[src/rtl/fetch_pkg.sv]
// Shared types and constants for the instruction fetch stage.
package fetch_pkg;

    typedef enum logic [1:0] {
        FETCH,
        WAIT,
        FLUSH
    } fetch_state_t;

    localparam int OPCODE_W        = 4;
    localparam int DEFAULT_PC_STEP = 4;

    // The opcode occupies the top OPCODE_W bits of an instruction word.
    function automatic int opcode_lsb(input int ilen);
        return ilen - OPCODE_W;
    endfunction

endpackage

[src/rtl/fetch_fifo.sv]
// Two-entry instruction buffer used by the prefetching fetch build.
module fetch_fifo #(
    parameter int WIDTH = 64
) (
    input  logic             clk,
    input  logic             rst_n,
    input  logic             push,
    input  logic [WIDTH-1:0] push_data,
    input  logic             pop,
    input  logic             flush,
    output logic [WIDTH-1:0] head,
    output logic [1:0]       count
);

    logic [WIDTH-1:0] mem [2];
    logic             rd_ptr;
    logic             wr_ptr;

    // NOTE: every sequential assignment uses <= so all registers update from pre-edge values.
    always_ff @(posedge clk or negedge rst_n) begin
        if (!rst_n) begin
            // NOTE: storage is reset too so the head reads zero out of reset; affordable only at two entries.
            mem[0] <= '0;
            mem[1] <= '0;
            rd_ptr <= 1'b0;
            wr_ptr <= 1'b0;
            count  <= 2'd0;
        end else if (flush) begin
            rd_ptr <= 1'b0;
            wr_ptr <= 1'b0;
            count  <= 2'd0;
        end else begin
            if (push) begin
                mem[wr_ptr] <= push_data;
                wr_ptr      <= !wr_ptr;
            end
            if (pop) begin
                rd_ptr <= !rd_ptr;
            end
            count <= count + 2'(push) - 2'(pop);
        end
    end

    assign head = mem[rd_ptr];

endmodule

[src/rtl/fetch_unit.sv]
// Instruction fetch stage: PC, req/gnt/rvalid memory port, valid/ready to decode.
// Define FETCH_PREFETCH_EN for the 2-entry prefetch buffer build.
module fetch_unit
    import fetch_pkg::*;
#(
    parameter int             XLEN     = 32,
    parameter int             ILEN     = 32,
    parameter logic [XLEN-1:0] RESET_PC = '0,
    parameter int             PC_STEP  = DEFAULT_PC_STEP
) (
    input  logic                clk,
    input  logic                rst_n,
    output logic                imem_req,
    output logic [XLEN-1:0]     imem_addr,
    input  logic                imem_gnt,
    input  logic                imem_rvalid,
    input  logic [ILEN-1:0]     imem_rdata,
    input  logic                redirect_valid,
    input  logic [XLEN-1:0]     redirect_pc,
    input  logic                id_ready,
    output logic                id_valid,
    output logic [ILEN-1:0]     id_instr,
    output logic [XLEN-1:0]     id_pc,
    output logic [OPCODE_W-1:0] id_opcode
);

    localparam int              OPCODE_LSB = opcode_lsb(ILEN);
    localparam logic [XLEN-1:0] STEP       = XLEN'(PC_STEP);

    logic [XLEN-1:0] pc;

    assign imem_addr = pc;
    assign id_opcode = id_instr[OPCODE_LSB +: OPCODE_W];

`ifdef FETCH_PREFETCH_EN
    logic [1:0]           outstanding;
    logic [1:0]           drop_cnt;
    logic [1:0]           count;
    logic [1:0]           live;
    logic                 pop;
    logic                 push;
    logic [XLEN-1:0]      rsp_pc;
    logic [XLEN+ILEN-1:0] head;

    assign id_valid = (count != 2'd0);
    assign pop      = id_valid && id_ready && !redirect_valid;
    assign push     = imem_rvalid && (drop_cnt == 2'd0) && !redirect_valid;
    // Live requests were issued back to back, so the oldest sits live steps behind pc.
    assign live     = outstanding - drop_cnt;
    assign rsp_pc   = pc - STEP * XLEN'(live);
    // rst_n gates the request so nothing is issued while reset is held.
    assign imem_req = rst_n && !redirect_valid &&
                      ((3'(count) + 3'(outstanding) - 3'(pop)) < 3'd2);

    fetch_fifo #(.WIDTH(XLEN + ILEN)) u_fifo (
        .clk       (clk),
        .rst_n     (rst_n),
        .push      (push),
        .push_data ({rsp_pc, imem_rdata}),
        .pop       (pop),
        .flush     (redirect_valid),
        .head      (head),
        .count     (count)
    );

    assign {id_pc, id_instr} = head;

    always_ff @(posedge clk or negedge rst_n) begin
        if (!rst_n) begin
            pc          <= RESET_PC;
            outstanding <= 2'd0;
            drop_cnt    <= 2'd0;
        end else if (redirect_valid) begin
            pc          <= redirect_pc;
            outstanding <= outstanding - 2'(imem_rvalid);
            drop_cnt    <= outstanding - 2'(imem_rvalid);
        end else begin
            if (imem_req && imem_gnt) begin
                pc <= pc + STEP;
            end
            outstanding <= outstanding + 2'(imem_req && imem_gnt) - 2'(imem_rvalid);
            if (imem_rvalid && drop_cnt != 2'd0) begin
                drop_cnt <= drop_cnt - 2'd1;
            end
        end
    end
`else
    fetch_state_t    state;
    logic [XLEN-1:0] req_pc;
    logic            out_free;

    assign out_free = !id_valid || id_ready;
    // rst_n gates the request so nothing is issued while reset is held.
    assign imem_req = rst_n && (state == FETCH) && out_free && !redirect_valid;

    always_ff @(posedge clk or negedge rst_n) begin
        if (!rst_n) begin
            state    <= FETCH;
            pc       <= RESET_PC;
            req_pc   <= RESET_PC;
            id_valid <= 1'b0;
            id_instr <= '0;
            id_pc    <= '0;
        end else if (redirect_valid) begin
            pc       <= redirect_pc;
            id_valid <= 1'b0;
            // A granted request that does not return this cycle must be drained.
            if (state != FETCH && !imem_rvalid) begin
                state <= FLUSH;
            end else begin
                state <= FETCH;
            end
        end else begin
            if (id_valid && id_ready) begin
                id_valid <= 1'b0;
            end
            case (state)
                FETCH: begin
                    if (imem_req && imem_gnt) begin
                        req_pc <= pc;
                        pc     <= pc + STEP;
                        state  <= WAIT;
                    end
                end
                WAIT: begin
                    if (imem_rvalid) begin
                        id_instr <= imem_rdata;
                        id_pc    <= req_pc;
                        id_valid <= 1'b1;
                        state    <= FETCH;
                    end
                end
                FLUSH: begin
                    if (imem_rvalid) begin
                        state <= FETCH;
                    end
                end
                default: state <= FETCH;
            endcase
        end
    end
`endif

endmodule

[config.mk]
export PLATFORM = sky130hd
export DESIGN_NAME = fetch_unit
export DESIGN_NICKNAME = d
export VERILOG_FILES = /design/src/rtl/fetch_pkg.sv /design/src/rtl/fetch_fifo.sv /design/src/rtl/fetch_unit.sv
export SDC_FILE = /design/constraint.sdc
export NUM_CORES = 1
export LEC_CHECK = 0
export CORE_UTILIZATION = 63
export DETAILED_ROUTE_END_ITERATION = 6
export DONT_BUFFER_PORTS = 1
export PLACE_DENSITY_LB_ADDON = 0.2
export SLEW_MARGIN = 20
export SYNTH_ARGS = -nofsm -noshare
export SYNTH_HDL_FRONTEND = slang
export SYNTH_HIERARCHICAL = 1
export SYNTH_SLANG_ARGS = --single-unit
[constraint.sdc]
create_clock -name clk -period 2.45 [get_ports clk]
set_input_delay 0.49 -clock clk [delete_from_list [all_inputs] [get_ports clk]]
set_output_delay 0.49 -clock clk [all_outputs]
set_load 0.02 [all_outputs]
# Word-level counts from Yosys, hierarchy flattened

Cells that the tools add are included.
Widths: inputs -> output; s select.

Output and inout port bits: 102
Input bits: 70
Logic and storage cells: 43
Register bits after elaboration: 131

$add $sub $neg: 1
Reductions and logical operators: 19
Bitwise gates (word level): 1
Multiplexer cells: 12
Eq/ne operators: 4

Operators with widths:

| kind                  | count |
|---|---|
| $mux 32               | 3 |
| $add 32x3->32 const B | 1 |
| $mux 2                | 4 |
| $logic_and 1x1->1     | 6 |
| $reduce_and 3->1      | 2 |
| $reduce_bool 2->1     | 3 |
| $mux 1                | 4 |
| $pmux 2 s2            | 1 |
| $reduce_and 2->1      | 2 |
| $logic_not 1->1       | 3 |
| $ne 3x1->1 const B    | 1 |
| $ne 3x2->1 const B    | 1 |
| $eq 2x1->1 const B    | 1 |
| $eq 2x2->1 const B    | 1 |
| $logic_not 2->1       | 1 |
| $reduce_or 2->1       | 1 |
| $logic_or 1x1->1      | 1 |
| $not 1->1             | 1 |

# Logic depth before layout (Yosys ltp)

Gate-level depths: netlist (run 1).

Depth after elaboration: 8
Gate-level depth with buffers: 8
Depth with buffers taken out: 6

# Worst setup path before layout (run 1)

No wires, ideal clock.

Path kind: input port to output port
From: input port redirect_valid
To: output port imem_req
Data required time: 1.960 ns
Slack: 0.363 ns
Arrival time: 1.597 ns
Stages: 4
Buffers on the path: 3
Path through: clkbuf_1 -> buf_1 -> clkbuf_1 -> nor3_1

Word-level cells in the longest chain between the ends: 2

RTL lines:

| element           | RTL line         | RTL |
|---|---|---|
| from (decl)       | fetch_unit.sv:18 | `input logic redirect_valid,` |
| $logic_not 1->1   | fetch_unit.sv:94 | `assign imem_req = rst_n && (state == FETCH) && out_free && !redirect_valid;` |
| $logic_and 1x1->1 | fetch_unit.sv:94 |  |
| to (decl)         | fetch_unit.sv:13 | `output logic imem_req,` |

Every way passes these cells.

# Final worst setup path (run 1)

From: register id_valid
To: output port imem_req

Word-level cells in the longest chain between the ends: 4

RTL lines:

| element                        | RTL line          | RTL |
|---|---|---|
| from (decl)                    | fetch_unit.sv:21  | `output logic id_valid,` |
| from (signal assigned)         | fetch_unit.sv:101 | `id_valid <= 1'b0;` |
| from (signal assigned)         | fetch_unit.sv:106 | `id_valid <= 1'b0;` |
| from (signal assigned)         | fetch_unit.sv:115 | `id_valid <= 1'b0;` |
| $logic_not 1->1                | fetch_unit.sv:92  | `assign out_free = !id_valid \|\| id_ready;` |
| $logic_or 1x1->1               | fetch_unit.sv:92  |  |
| $logic_and 1x1->1 (2 in a row) | fetch_unit.sv:94  |  |

Every way passes these cells.

==> results of run 1 <==
-- flip-flops by register name, indices dropped and copies added (netlist names) --
name / count
id_instr: 32
id_pc: 32
id_valid: 1
imem_addr: 32
req_pc: 32
state: 2
-- Yosys cell counts (5+ instances only) --
cell type	number
mux2_2	66
nand4_1	18
dfrtp_1	131
o211ai_1	5
nor2_1	13
nor3_1	10
inv_1	10
clkbuf_1	23
a21oi_1	7
nand2_1	109
o21ai_0	13
nor4_1	6
buf_2	9
nand3_1	19
and4_1	6
o311ai_0	6
nor2b_1	7
-- power by group --
| group | total [mW] | leakage [nW] | switching (mW) | internal [mW] |
|---|---|---|---|---|
| sequential | 3.66 | 1.65 | 0.940 | 2.72 |
| clock | 2.35 | 0.265 | 1.06 | 1.29 |
| combinational | 0.843 | 1.16 | 0.386 | 0.457 |
| total | 6.85 | 3.07 | 2.39 | 4.47 |
-- kinds of logic after synthesis --
family / count (synthesis) / synth area share
flops: 131 / 0.5589
fa+ha+maj: 3 / 0.006400
simple gates: 213 / 0.1785
compound gates: 68 / 0.08511
buf+inv: 47 / 0.03456
xor+xnor: 2 / 0.002987
mux: 70 / 0.1335
-- layer usage --
layer	vias up	track usage	wire length [µm]
met4	0	0.1251	317
met3	35	0.08156	1341
met5	-	0	0
met1	2194	0.4128	5719
met2	249	0.4995	7057
li1	1943	-	-
-- worst max path at each step --
stage | start | end | slack (ps) | depth (start not counted)
after global placement | state[0] | imem_addr[30] | 410 | 7
after floorplan | redirect_valid | imem_req | 360 | 4
after detailed placement | state[0] | imem_addr[20] | 340 | 6
final | id_valid | imem_req | 170 | 4
after CTS | id_valid | imem_req | 170 | 4
after global routing | state[1] | imem_addr[26] | 40 | 7
-- worst reg2reg max path, delay by kind of cell (launching register included) --
kind	cells	cell delay (ps)
mux	1	230
simple gates	3	1330
flops	1	570
-- area by class of cell --
class,count,area [µm²]
Inverter,10,37.54
Clock inverter,15,138.9
Fill cell,609,2200
Tap cell,108,135.1
Clock buffer,17,414.1
Timing Repair Buffer,30,237.7
Multi-Input combinational cell,356,2407
Sequential cell,131,3278
-- metrics by stage --
stage,area [µm²],setup slack (ps),std cells
after floorplan,5866,363.3,534
after global placement,6096,414.5,635
after detailed placement,6096,338.5,635
after CTS,6649,167.1,667
after global routing,6649,41.37,667
final,6649,171.2,667
-- placed cells by master, fill, tap and decap left out, types with 4 or more instances in the layout --
| master | n |
|---|---|
| nor2b_1 | 7 |
| and4_1 | 6 |
| buf_4 | 29 |
| nor4_1 | 6 |
| nor2_1 | 12 |
| nor3_1 | 10 |
| inv_1 | 10 |
| o311ai_0 | 6 |
| mux2i_1 | 4 |
| or3_1 | 4 |
| nand4_1 | 18 |
| or4_1 | 4 |
| mux2_2 | 66 |
| a21oi_1 | 7 |
| o41ai_1 | 4 |
| nand3_1 | 18 |
| o211ai_1 | 5 |
| clkbuf_16 | 16 |
| o21ai_0 | 13 |
| nand2_1 | 108 |
| and2_1 | 4 |
| dfrtp_1 | 131 |
| inv_6 | 7 |
==> reports/results.ini, run 1 <==
[place]
port-buffer-count = 0
hpwl_um = 9718
gp_congestion = 0.8783

[floorplanning]
io_pins = 172
rows = 34
die_area_mm2 = 0.009700
die_w_um = 98.49
core_mm2 = 0.008848
die_h_um = 98.49
start_util = 0.6629

[logic_synthesis]
netlist_top_cells_area = dfrtp_1, mux2_2, nand2_1, nand4_1, nand3_1
syn_nets = 607
netlist_instances = 534
synth_top_area_cell = dfrtp_1
yosysWarnings = 6
synth_top_cell_area_share = 0.5589
synth_area_per_cell_um2 = 10.98
synth_area_mm2 = 0.005866
ys.flop_type = dfrtp_1
ys_ff_latch = 131
seq_area_frac_synth = 0.5589
synth-edff-count = 0
ys_types = 54
synthArstFlopShare = 1.000

[route]
drt_wl_total_um = 14440
ant_nets = 0
wl_per_cell_um = 21.64
viasPerCell = 6.628
drc = 13
drt_iter0_markers = 422
vias = 4421
dr.pass1.iters = 7

[critical_path]
timing.rr.end = imem_addr[26]
critPathRequiredTime_ps = 1960
worstPathMaxFanout = 7
crit_family = flip-flops
r2r_start = imem_addr[8]
r2r_cells = 4
critPathMaxStageDelay_ps = 470
path_cells = nor2b_1, buf_4, nor3_1, buf_4
cp_num_buf_inv = 2
critical_path.startpoint_type = register
rrSetupSlack_ps = 240
endpoint_kind = primary output
crit_top_cell = buf_4
path_class = reg2out
cpMaxStageDelayCell = dfrtp_1
cp.arrival_ps = 1790

[run]
drv_cap = 0

[clock_tree]
cts_buffers = 17
cts_root_buffer = clkbuf_8
cts_setup_buffers = 0
cts_buffer_depth = 2
post_cts_resized = 0
clk_pin_slew_ps = 60
cts.sinks = 131
htree_levels = 4
cts_tree = yes
worstSkewPairLatency_ps = 510

[sta]
hold_viol = 131
drv_slew = 0
rsz0062_at_grt = false
slew_headroom = 0.5937
worst_slew_pin_slew_ps = 604.7
fin_crit_sh = 0.9301
fmax_ghz = 0.4388
setup_viol = 0
setup-tns-final_ps = 0
period_needed_ps = 2279
finalClockSkew_ps = 9.123
hold_ws_ps = -326.7

[layout]
layout.nets = 619
synthToLayoutAreaGrowth_pct = 13.35
final_core_util = 0.7514
antenna-diode-count = 0
drive_gt1_frac = 0.2540

[global_routing]
grt_max_degree = 135
grt_pass1_vias = 4552
antenna_found_initial = 0
grt_usage = 0.3127
grt_pass1_wl_um = 23360
grt-ovfl-total = 0

[pwr]
leakage_nw = 3.072
pwr_density_cell_mw_per_mm2 = 1031
power.total_mw = 6.854
vdd_ir_drop_max_mv = 0.6770

[run_status]
outcome = finished, violations left
violations = design-rule violations, negative hold slack

[min_path]
min_path_type = in2async

No activity file was read; power rests on OpenSTA's default activity.
==> inputs of run 2 (changes only) <==
--- a/config.mk
+++ b/config.mk
@@ -12,5 +12,4 @@
 export SLEW_MARGIN = 20
 export SYNTH_ARGS = -nofsm -noshare
 export SYNTH_HDL_FRONTEND = slang
-export SYNTH_HIERARCHICAL = 1
 export SYNTH_SLANG_ARGS = --single-unit
==> results of run 2 <==
The final DEF is identical to that of run 1; final timing and power are the same.
Among the figures that moved: Yosys warning count 6 -> 0
